--- config.mk ---
export PLATFORM = sky130hd
export DESIGN_NAME = freq_meter
export DESIGN_NICKNAME = d
export VERILOG_FILES = /design/src/rtl/freq_meter.sv
export SDC_FILE = /design/constraint.sdc
export NUM_CORES = 1
export LEC_CHECK = 0
export CORE_ASPECT_RATIO = 2
export CORE_MARGIN = 2
export CORE_UTILIZATION = 45
export DETAILED_ROUTE_END_ITERATION = 7
export SLEW_MARGIN = 30
export SYNTH_ARGS = -nofsm -noshare
export SYNTH_HDL_FRONTEND = slang
export SYNTH_SLANG_ARGS = --single-unit
export TNS_END_PERCENT = 30
--- constraint.sdc ---
create_clock -name clk_50m -period 4.1 [get_ports clk_50m]
set_clock_uncertainty 0.05 [all_clocks]
set_input_delay 0.82 -clock clk_50m [delete_from_list [all_inputs] [get_ports clk_50m]]
set_output_delay 0.82 -clock clk_50m [all_outputs]
set_load 0.03 [all_outputs]
--- src/rtl/freq_meter.sv ---
// freq_meter: counts rising edges of an asynchronous input over a fixed gate
// window of clk_50m cycles. Each count is converted to 8-digit packed BCD with
// a serial double-dabble and published with a one-cycle valid pulse.
module freq_meter #(
    parameter int GATE_CYCLES = 50_000_000,
    parameter int MAX_COUNT   = 99_999_999,
    parameter int CNT_W       = 27
) (
    input  logic        clk_50m,
    input  logic        cr,
    input  logic        sig_in,
    input  logic        hold,
    output logic [31:0] freq_bcd,
    output logic        freq_valid,
    output logic        ovf,
    output logic        busy
);

    localparam int SH_W  = 32 + CNT_W;
    localparam int BIT_W = $clog2(CNT_W);
    localparam logic [CNT_W-1:0] GATE_LAST = CNT_W'(GATE_CYCLES - 1);
    localparam logic [CNT_W-1:0] MAX_C     = CNT_W'(MAX_COUNT);
    localparam logic [BIT_W-1:0] BIT_LAST  = BIT_W'(CNT_W - 1);

    typedef enum logic [1:0] {
        S_IDLE,
        S_CONV,
        S_DONE
    } state_t;

    // input synchronizer plus edge-detect flop
    logic r_s1;
    logic r_s2;
    logic r_s3;
    logic w_edge;

    // gate / edge counters
    logic [CNT_W-1:0] r_gcnt;
    logic [CNT_W-1:0] r_ecnt;
    logic             r_sat;
    logic             r_sat_l;
    logic             w_term;
    logic [CNT_W:0]   w_sum;
    logic             w_sum_sat;
    logic [CNT_W-1:0] w_close;

    // conversion
    state_t           r_state;
    logic [SH_W-1:0]  r_sh;
    logic [SH_W-1:0]  w_adj;
    logic [BIT_W-1:0] r_bit;

    // freq_valid, freq_bcd, ovf and busy are all registered
    logic [31:0] r_bcd;
    logic        r_valid;
    logic        r_ovf;
    logic        r_busy;

    // Two flops to resynchronize sig_in, a third to find its rising edge
    always_ff @(posedge clk_50m) begin
        if (cr) begin
            r_s1 <= 1'b0;
            r_s2 <= 1'b0;
            r_s3 <= 1'b0;
        end else begin
            r_s1 <= sig_in;
            r_s2 <= r_s1;
            r_s3 <= r_s2;
        end
    end

    assign w_edge = r_s2 & ~r_s3;

    // The saturated sum serves both as the next edge count and, on the
    // terminal cycle, as the closing value, so an edge there lands in the old window
    assign w_term    = (r_gcnt == GATE_LAST);
    assign w_sum     = {1'b0, r_ecnt} + {{CNT_W{1'b0}}, w_edge};
    assign w_sum_sat = (w_sum >= {1'b0, MAX_C});
    assign w_close   = w_sum_sat ? MAX_C : w_sum[CNT_W-1:0];

    // Free-running gate window and saturating edge counter
    always_ff @(posedge clk_50m) begin
        if (cr) begin
            r_gcnt  <= '0;
            r_ecnt  <= '0;
            r_sat   <= 1'b0;
            r_sat_l <= 1'b0;
        end else begin
            r_gcnt <= w_term ? '0 : r_gcnt + CNT_W'(1);
            if (w_term) begin
                r_sat_l <= r_sat | w_sum_sat;
                r_ecnt  <= '0;
                r_sat   <= 1'b0;
            end else if (w_edge) begin
                r_ecnt <= w_close;
                if (w_sum_sat) begin
                    r_sat <= 1'b1;
                end
            end
        end
    end

    // Double-dabble correction: every BCD nibble >= 5 gets +3 before the shift
    assign w_adj[CNT_W-1:0] = r_sh[CNT_W-1:0];
    for (genvar gi = 0; gi < 8; gi++) begin : g_dabble
        logic [3:0] w_nib;
        assign w_nib = r_sh[CNT_W + 4*gi +: 4];
        assign w_adj[CNT_W + 4*gi +: 4] = (w_nib >= 4'd5) ? (w_nib + 4'd3) : w_nib;
    end

    // Conversion FSM; the shift register is loaded straight from the closing
    // count so conversion starts the cycle after the terminal cycle
    always_ff @(posedge clk_50m) begin
        if (cr) begin
            r_state <= S_IDLE;
            r_sh    <= '0;
            r_bit   <= '0;
            r_busy  <= 1'b0;
            r_valid <= 1'b0;
            r_bcd   <= '0;
            r_ovf   <= 1'b0;
        end else begin
            r_valid <= 1'b0;
            case (r_state)
                S_IDLE: begin
                    if (w_term) begin
                        r_sh    <= {32'b0, w_close};
                        r_bit   <= '0;
                        r_busy  <= 1'b1;
                        r_state <= S_CONV;
                    end
                end
                S_CONV: begin
                    r_sh <= w_adj << 1;
                    if (r_bit == BIT_LAST) begin
                        r_busy  <= 1'b0;
                        r_state <= S_DONE;
                    end else begin
                        r_bit <= r_bit + BIT_W'(1);
                    end
                end
                S_DONE: begin
                    if (!hold) begin
                        r_bcd   <= r_sh[SH_W-1 -: 32];
                        r_ovf   <= r_sat_l;
                        r_valid <= 1'b1;
                    end
                    r_state <= S_IDLE;
                end
                default: r_state <= S_IDLE;
            endcase
        end
    end

    assign freq_bcd   = r_bcd;
    assign freq_valid = r_valid;
    assign ovf        = r_ovf;
    assign busy       = r_busy;

endmodule
==> impl_results.md, run 1 <==
- Crit start category: flip-flop
- Fraction of registers with async set/reset: 0
- Critical Path RT: 4370 ps
- Pwr dens: about 350 nW/um^2
- Cell breakdown of the critical path: nand2b_1, clkinv_1, ha_1, ha_1, nand3_1, or4_4, nor2_4, nand3_1, mux2i_1, a211o_1, buf_4, a21oi_1, o221a_1
- Detailed Place HPWL: 12,450 um
- Largest net degree at the start of global routing: 60
- Detailed router's first-iteration violation count: 418
- Grt total ovfl: 0
- Remaining antenna violation count: 0
- Worst-Margin Slew: 823.5 ps
- RSZ-0062 raised after global routing: false
- Fin crit share: 0.8949
- Post_cts resized: 0
- Initial core utilization: 0.4548
- Area share of fa/ha/maj cells after synthesis: 0.03539
- Pre-Repair DR Iteration Count: 5
- Critical Path Fanout Max: 14
- Max Slew Vio Count: 0
- Layout Cell Area excl Fill: approximately 9000 sq um
- Core area: 17,100 sq um
- Largest family of logic cells by synthesized area: simple AND/OR/NAND/NOR gates
- Dominant cell type by area after synthesis: dfxtp_1
- Die area: 18,410 sq um
- Vias per inst: 5.509
- Number of port buffers: 38
- Status: completed
- Post-CTS setup buffers: 0
- Wire per inst: 15.09 um
- Area share of xor/xnor cells in the synthesized design: 0.07770
- Post-synth EDFFs: 0
- FMAX: 272.5 MHz
- Yosys warns: 0
- Post-Syn Area per Cell: 7.904 sq um
- Max VDD drop: roughly 0.00022 V
- Worst relative slew slack: 0.4510
- Worst hold path type: flip-flop to flip-flop
- Gp weighted congestion: 0.9111
- Fin crit period: ~3700 ps
- Max incr delay on CP: roughly 590 ps
- H-tree depth: 4
- CTS root buf: clkbuf_16
- Ys flop type: dfxtp_1
- Final Hold Fails: 0
- Top post-synthesis cells by count: dfxtp_1, nor2_1, nand2_1
- Clk Latency, worst-skew pair: 430 ps
- Register area share after synthesis: 0.4118
- Layout cells sized above 1: 0.06653
- Synth Area in Simple Gates: 0.2497
- Worst R2R Path Depth: 13
- Initial antenna violation count: 0
- Total Routing Usage GR: 0.2047
- IO Pins: 39
- DRT Wirelength: 18,370 um
- Sink Count: 160
- Setup crit end kind: flip-flop
- Die W: a little under 100 um
- Clock buffer depth: 2
- Critical path's slowest cell: or4_4
- FP Rows: 68
- Post-layout nets: between 1,000 and 1,500
- Netlist cell types: 63
- Critical path class: flip-flop to flip-flop
- CTS tree: yes
- Synth top area share: 0.4118
- Area of the mapped netlist: 7777 sq um
- TNS Setup: 0 ps
- Final setup viols: 0
- Die height: between 150 and 200 um
- Post-route DRC: 0
- Placement Cell Area: ~8300 sq um
- Synthesized flop and latch total: 160
- Post-synthesis compound-gate area fraction: 0.1715
- Antenna fix cells: 0
- Count leader, synth: dfxtp_1
- Post-Synthesis Cells: 984
- Clock transition at path regs: 60 ps
- Post-synthesis mux area share: 0.003861
- Max-cap violations: 0
- Vias in the first global route: 6,307
- First-pass GRT wire length: 31,200 um
- TritonCTS Buffers: 17
- Post-CTS Hold Fix Bufs: 0
- Via Count: between 6,000 and 7,000
- Layout area overhead: 13.37%
- Top cells by area, synth: dfxtp_1, nor2_1, a21oi_1, nand2_1, xnor2_1
- Crit path arrival time: 3930 ps
- Leak pwr: 3.109 nW
- WHS Path Cells: 2
- Syn Nets: between 1,000 and 1,500
## per-layer routing
metal / vias up / wire (um) / GRT usage
li1: 3396 / - / -
met1: 3163 / 8514 / 0.2614
met2: 105 / 8757 / 0.3355
met3: 40 / 511 / 0.03637
met4: 0 / 585 / 0.09534
met5: - / 0 / 0
## layout make-up
class | count | area, sq um
Sequential cell | 160 | 3203
Clock buffer | 19 | 442.9
Clock inverter | 13 | 105.1
Fill cell | 1684 | 8284
Inverter | 26 | 97.59
Multi-Input combinational cell | 732 | 4185
Tap cell | 210 | 262.8
Timing Repair Buffer | 57 | 520.5
## final timing paths
path	start	to	slack, ps
worst min-delay path	freq_bcd[14]$_SDFFE_PP0P_	freq_bcd[14]$_SDFFE_PP0P_	400
worst max register to register	r_s3$_SDFF_PP0_	r_ecnt[22]$_SDFFE_PP0N_	430
worst max-delay path	r_s3$_SDFF_PP0_	r_ecnt[22]$_SDFFE_PP0N_	430
worst min register to register	freq_bcd[14]$_SDFFE_PP0P_	freq_bcd[14]$_SDFFE_PP0P_	400
## placed cells by master (no fill, tap or decap), types with 30 or more instances in the layout
cell type / netlist / routed
nand3_1: 32 / 32
nand2_1: 112 / 112
xor2_1: 30 / 30
xnor2_1: 39 / 39
clkdlybuf4s50_1: 0 / 37
a21oi_1: 102 / 102
o21ai_0: 57 / 57
nor3_1: 34 / 34
nor2_1: 154 / 154
dfxtp_1: 160 / 160
## logic make-up (layout without fill, tap and decap cells)
| logic type | after synthesis | after routing |
|---|---|---|
| and+or+nand+nor | 417 | 417 |
| AOI/OAI and AO/OA | 221 | 221 |
| muxes | 3 | 3 |
| buffers and inverters | 92 | 115 |
| adders and majority gates | 22 | 22 |
| xor gates and xnor gates | 69 | 69 |
| DFF | 160 | 160 |
## sequential cells by signal (all words and copies together), names as in the netlist
signal / cells
r_bit: 5
r_s2: 1
r_s1: 1
r_sat: 1
freq_bcd: 32
r_state: 2
freq_valid: 1
r_s3: 1
ovf: 1
busy: 1
r_sh: 59
r_sat_l: 1
r_gcnt: 27
r_ecnt: 27
## power by group
group          switching [mW]  internal, mW  leakage (nW)
combinational          0.0404        0.0163          1.55
clock                   0.674         0.802         0.268
sequential            0.00511          1.56          1.29
total                   0.719          2.38          3.11
## worst max-delay path, delay by kind of cell (launching register included)
| family | cells | cell delay, ps |
|---|---|---|
| fa+ha+maj | 2 | 380 |
| compound gates | 3 | 680 |
| simple gates | 5 | 1250 |
| buf+inv | 2 | 360 |
| flops | 1 | 300 |
| mux | 1 | 530 |
## metrics by stage
step,hold slack [ps],total power [mW],util,worst slack (ps),cells
2_1_floorplan,363.8,1.639,-,310.9,984
3_3_place_gp,393.3,1.656,0.4835,586.1,1185
3_5_place_dp,396.1,1.656,0.4835,497.8,1185
4_1_cts,405.5,3.132,0.5156,474.9,1217
5_1_grt,423.5,3.196,0.5156,199.1,1217
6_report,401.8,3.096,0.5156,430.9,1217
No activity file was read; power rests on OpenSTA's default activity.
==> run 2: changes to the inputs <==
- CORE_MARGIN: 2 -> 3
- GPL_ROUTABILITY_DRIVEN: default -> 0
==> impl_results.md, run 2 (same netlist as run 1, synthesis figures left out) <==
- TritonCTS Buffers: 17
- Crit path top cell by count: ha_1
- Wire per inst: 14.96 um
- Post-route DRC: 0
- DRT Wirelength: 18,190 um
- Top reg by flops: r_sh
- Critical path's slowest cell: a211o_1
- Total Routing Usage GR: 0.1999
- CP delay by family, top: compound AO/OA/AOI/OAI gates
- Max Slew Vio Count: 0
- IO Pins: 39
- Area of the multi-input gates: 4193 sq um
- Status: completed
- Placement Cell Area: 8288 sq um
- Crit start category: flip-flop
- Commonest non-fill, non-tap cell in the layout: dfxtp_1
- Critical Path RT: 4370 ps
- Commonest cells after routing, fill and taps aside: dfxtp_1, nor2_1, nand2_1
- RSZ-0062 raised after global routing: false
- Leak pwr: between 3 and 4 nW
- # fillers: 1,683
- TNS Setup: 0 ps
- Layout cells sized above 1: 0.07037
- Vias in the first global route: between 6,000 and 7,000
- Post_cts resized: 0
- Critical path class: flip-flop to flip-flop
- Detailed Place HPWL: 12,950 um
- Worst-Margin Slew: 810.7 ps
- Detailed router's first-iteration violation count: about 230
- Via Count: between 6,000 and 7,000
- CTS root buf: clkbuf_16
- Worst hold path type: flip-flop to flip-flop
- Clk Latency, worst-skew pair: 420 ps
- Register area: 3203 sq um
- Clock transition at path regs: roughly 60 ps
- Grt total ovfl: 0
- Buffers and inverters on the worst path: 2
- Core area: 16,850 sq um
- Final setup viols: 0
- Antenna fix cells: 0
- First-pass GRT wire length: 30,980 um
- Setup ws final: 362.6 ps
- Pre-Repair DR Iteration Count: 4
- Final std cells w/o fill: 1,216
- Post-CTS Hold Fix Bufs: 0
- FP Rows: 67
- Layout area overhead: 15.22%
- Post-CTS setup buffers: 0
- Cell breakdown of the critical path: nand2b_1, clkinv_1, ha_1, ha_1, nand3_1, nor2_1, a2111o_1, a211oi_1, nor4_2, o21ai_2, a211o_1, buf_4, a21oi_1, o21a_1
- Max-cap violations: 0
- Hold Worst Slack: 400.1 ps
- H-tree depth: 4
- Post-Place Cells: 1,184
- Post-layout nets: between 1,000 and 1,500
- Max reg flops: 59
- Pwr Total: 3.400 mW
- FMAX: 267.6 MHz
- Clock buffer depth: 2
- Largest net degree at the start of global routing: 71
- Die height: 191.9 um
- Util after Layout: 0.5318
- Sink Count: 160
- Remaining antenna violation count: 0
- Initial antenna violation count: 0
- Max incr delay on CP: 630 ps
- Critical Path Fanout Max: 21
- Number of port buffers: 38
- CTS tree: yes
- Post-Place Worst Slack: between 300 and 400 ps
- Fin crit share: 0.9116
- Crit path arrival time: 4010 ps
- Layout Cell Area excl Fill: 8961 sq um
- Max VDD drop: 0.0003072 V
- Initial core utilization: 0.4616
- Die W: just under 100 um
- Setup crit end kind: flip-flop
- Fin crit period: about 3700 ps
- Pwr dens: 379.4 nW/um^2
- Vias per inst: approximately 5.5
- Worst relative slew slack: 0.4595
- Final Hold Fails: 0
- Die area: 18,990 sq um
==> run 2: cell types whose count changed in the layout (fill, tap and decap cells not counted) <==
cell / delta
bufinv_16: +5
buf_4: +2
clkbuf_8: +2
clkinv_2: -2
inv_6: -2
inv_8: -2
clkbuf_1: -1
clkinv_4: +1
clkinvlp_4: -1
nor2b_1: -1
nor2b_4: +1
==> run 2: final timing paths <==
kind	startpoint	end	slack, ps	cells after the start
setup reg to reg	r_s3$_SDFF_PP0_	r_ecnt[23]$_SDFFE_PP0N_	360	14
hold reg to reg	freq_bcd[9]$_SDFFE_PP0P_	freq_bcd[9]$_SDFFE_PP0P_	400	2
hold / removal	freq_bcd[9]$_SDFFE_PP0P_	freq_bcd[9]$_SDFFE_PP0P_	400	2
setup / recovery	r_s3$_SDFF_PP0_	r_ecnt[23]$_SDFFE_PP0N_	360	14
==> run 2: area by class of cell <==
| type | count | share of cell area |
|---|---|---|
| multi-input combinational | 732 | 0.4679 |
| timing repair buffer | 59 | 0.05976 |
| inverter | 26 | 0.01089 |
| clock inverter | 12 | 0.02304 |
| sequential | 160 | 0.3574 |
| tap | 207 | 0.02890 |
| clock buffer | 20 | 0.05208 |
==> run 2: worst min-delay path: cells and delay by family, from the launching register on <==
kind	cells	cell delay, ps
AO/OA/AOI/OAI	1	50
flip-flops	1	310
AND/OR/NAND/NOR	1	50
==> run 2: power breakdown <==
| group | switching (mW) | internal [mW] |
|---|---|---|
| combinational | 0.0407 | 0.0164 |
| clock | 0.646 | 1.13 |
| sequential | 0.00412 | 1.56 |
| total | 0.691 | 2.71 |
==> run 2: metal layers <==
| layer | global-route usage | routed length (um) |
|---|---|---|
| met5 | 0 | 0 |
| met4 | 0.08732 | 441 |
| met2 | 0.3808 | 10060 |
| met3 | 0.03162 | 345 |
| met1 | 0.2116 | 7338 |
==> run 3: changes to the inputs <==
- CAP_MARGIN: default -> 20
- CTS_BUF_LIST: default -> sky130_fd_sc_hd__clkbuf_2 sky130_fd_sc_hd__clkbuf_4 sky130_fd_sc_hd__clkbuf_8
==> impl_results.md, run 3 (same netlist as run 1, synthesis figures left out) <==
- Detailed router's first-iteration violation count: 223
- Critical path class: flip-flop to flip-flop
- Leak pwr: 3.089 nW
- Via Count: 6,634
- Hold Path End: freq_bcd[9]$_SDFFE_PP0P_
- FP Rows: 67
- FMAX: 269.1 MHz
- Critical Path Fanout Max: 21
- Top reg by flops: r_sh
- Post-CTS setup buffers: 0
- Clock buffer depth: 2
- Die W: 98.96 um
- Initial core utilization: 0.4616
- Initial antenna violation count: 0
- Post-layout nets: 1,022
- Layout area overhead: 12.76%
- CTS tree: yes
- Post-route DRC: 0
- Vias in the first global route: between 6,000 and 7,000
- IO Pins: 39
- Core area: 16,850 sq um
- DRT Wirelength: ~18,000 um
- Clk Latency, worst-skew pair: roughly 450 ps
- Post-Place Cells: 1,184
- Final Hold Fails: 0
- Post-CTS Hold Fix Bufs: 0
- Max Slew Vio Count: 0
- Remaining antenna violation count: 0
- Sequential power share: 0.523
- Pwr dens: around 340 nW/um^2
- Util after Layout: 0.5205
- Max VDD drop: 0.0001966 V
- Combinational share of power: 0.019
- Crit start category: flip-flop
- Min-Delay Startpoint: freq_bcd[9]$_SDFFE_PP0P_
- Switching fraction of total power: 0.2121
- Net switching power: ~630 uW
- TritonCTS Buffers: 17
- Detailed Place HPWL: 12,950 um
- Antenna fix cells: 0
- Grt total ovfl: 0
- Number of port buffers: 38
- Die area: about 19,000 sq um
- Max incr delay on CP: 630 ps
- Pre-Repair DR Iteration Count: 4
- Setup slack, reg-to-reg: 380 ps
- Total Routing Usage GR: 0.1979
- Critical path's slowest cell: a211o_1
- Crit path arrival time: 4020 ps
- Worst R2R Path Depth: 14
- Final setup viols: 0
- Die height: ~190 um
- Sink Count: 160
- Worst hold path type: flip-flop to flip-flop
- Clk pwr share: 0.458
- Final std cells w/o fill: 1,216
- TNS Setup: 0 ps
- First-pass GRT wire length: between 30,000 and 40,000 um
- Post_cts resized: 0
- Worst relative slew slack: 0.4603
- Largest net degree at the start of global routing: between 70 and 80
- WHS Path Cells: 2
- Setup crit end kind: flip-flop
- Int Pwr: 2.351 mW
- Max reg flops: 59
- CTS root buf: clkbuf_8
- Critical Path RT: between 4000 and 5000 ps
- Commonest non-fill, non-tap cell in the layout: dfxtp_1
- Status: completed
- Layout cells sized above 1: 0.07037
- Max-cap violations: 0
- Cell breakdown of the critical path: nand2b_1, clkinv_1, ha_1, ha_1, nand3_1, or4_4, o21ai_0, a21oi_1, a311o_1, o21ai_2, a211o_1, buf_4, a21oi_1, o21a_1
- H-tree depth: 4
- Commonest cells after routing, fill and taps aside: dfxtp_1, nor2_1, nand2_1
- Buffers and inverters on the worst path: 2
- Clock transition at path regs: 90 ps
- Reg2reg start: r_s3$_SDFF_PP0_
- Worst-Margin Slew: 809.6 ps
- Fin crit share: 0.9063
- Vias per inst: 5.456
- RSZ-0062 raised after global routing: false
- Wire per inst: roughly 15 um
- FF-to-FF End: r_ecnt[23]$_SDFFE_PP0N_
- Fin crit period: 3716 ps
- CP delay by family, top: compound AO/OA/AOI/OAI gates
[run 3: how the worst max path moves through the flow]
stage / cells past startpoint / from / slack (ps) / end
after floorplan: 17 / r_s3$_SDFF_PP0_ / 310 / r_sh[18]$_SDFFE_PP0P_
after global placement: 14 / r_s3$_SDFF_PP0_ / 380 / r_ecnt[23]$_SDFFE_PP0N_
after detailed placement: 14 / r_s3$_SDFF_PP0_ / 380 / r_ecnt[23]$_SDFFE_PP0N_
after CTS: 14 / r_s3$_SDFF_PP0_ / 370 / r_ecnt[23]$_SDFFE_PP0N_
after global routing: 14 / r_s3$_SDFF_PP0_ / 50 / r_ecnt[21]$_SDFFE_PP0N_
final: 14 / r_s3$_SDFF_PP0_ / 380 / r_ecnt[23]$_SDFFE_PP0N_
[run 3: power by group through the flow]
stage / Sequential, mW / Clock [mW] / Combinational, mW
2_1_floorplan: 1.60 / 0 / 0.0420
3_3_place_gp: 1.60 / 0 / 0.0585
3_5_place_dp: 1.60 / 0 / 0.0585
4_1_cts: 1.56 / 1.41 / 0.0583
5_1_grt: 1.56 / 1.46 / 0.0647
6_report: 1.56 / 1.37 / 0.0567
[run 3: worst min-delay path, stage by stage (launching register included)]
cell	delay, ps
dfxtp_1	310
nand2_1	50
a21oi_1	50
[run 3: final cells by class]
cell class                 count  area, sq um
fill                        1709         8080
clock inverter                12        206.4
sequential                   160         3203
tap                          207        259.0
multi-input combinational    732         4193
clock buffer                  20        275.3
inverter                      26        97.59
timing repair buffer          59        535.5
[run 3: metrics by stage]
step / hold WS [ps] / instance area (sq um) / worst slack (ps) / total power, mW
after floorplan: 363.8 / 7777 / 310.9 / 1.639
after global placement: 390.9 / 8283 / 379.9 / 1.657
after detailed placement: 395.3 / 8288 / 380.8 / 1.657
after CTS: 407.1 / 8770 / 374.0 / 3.028
after global routing: 422.1 / 8770 / 53.46 / 3.090
final: 403.7 / 8770 / 384.1 / 2.984
[run 3: layer usage]
metal	vias to the layer above	GRT usage	share of wire
met3	39	0.02799	0.019
li1	3378	-	-
met5	-	0	0
met4	0	0.08364	0.029
met1	3128	0.2104	0.40
met2	89	0.3798	0.55
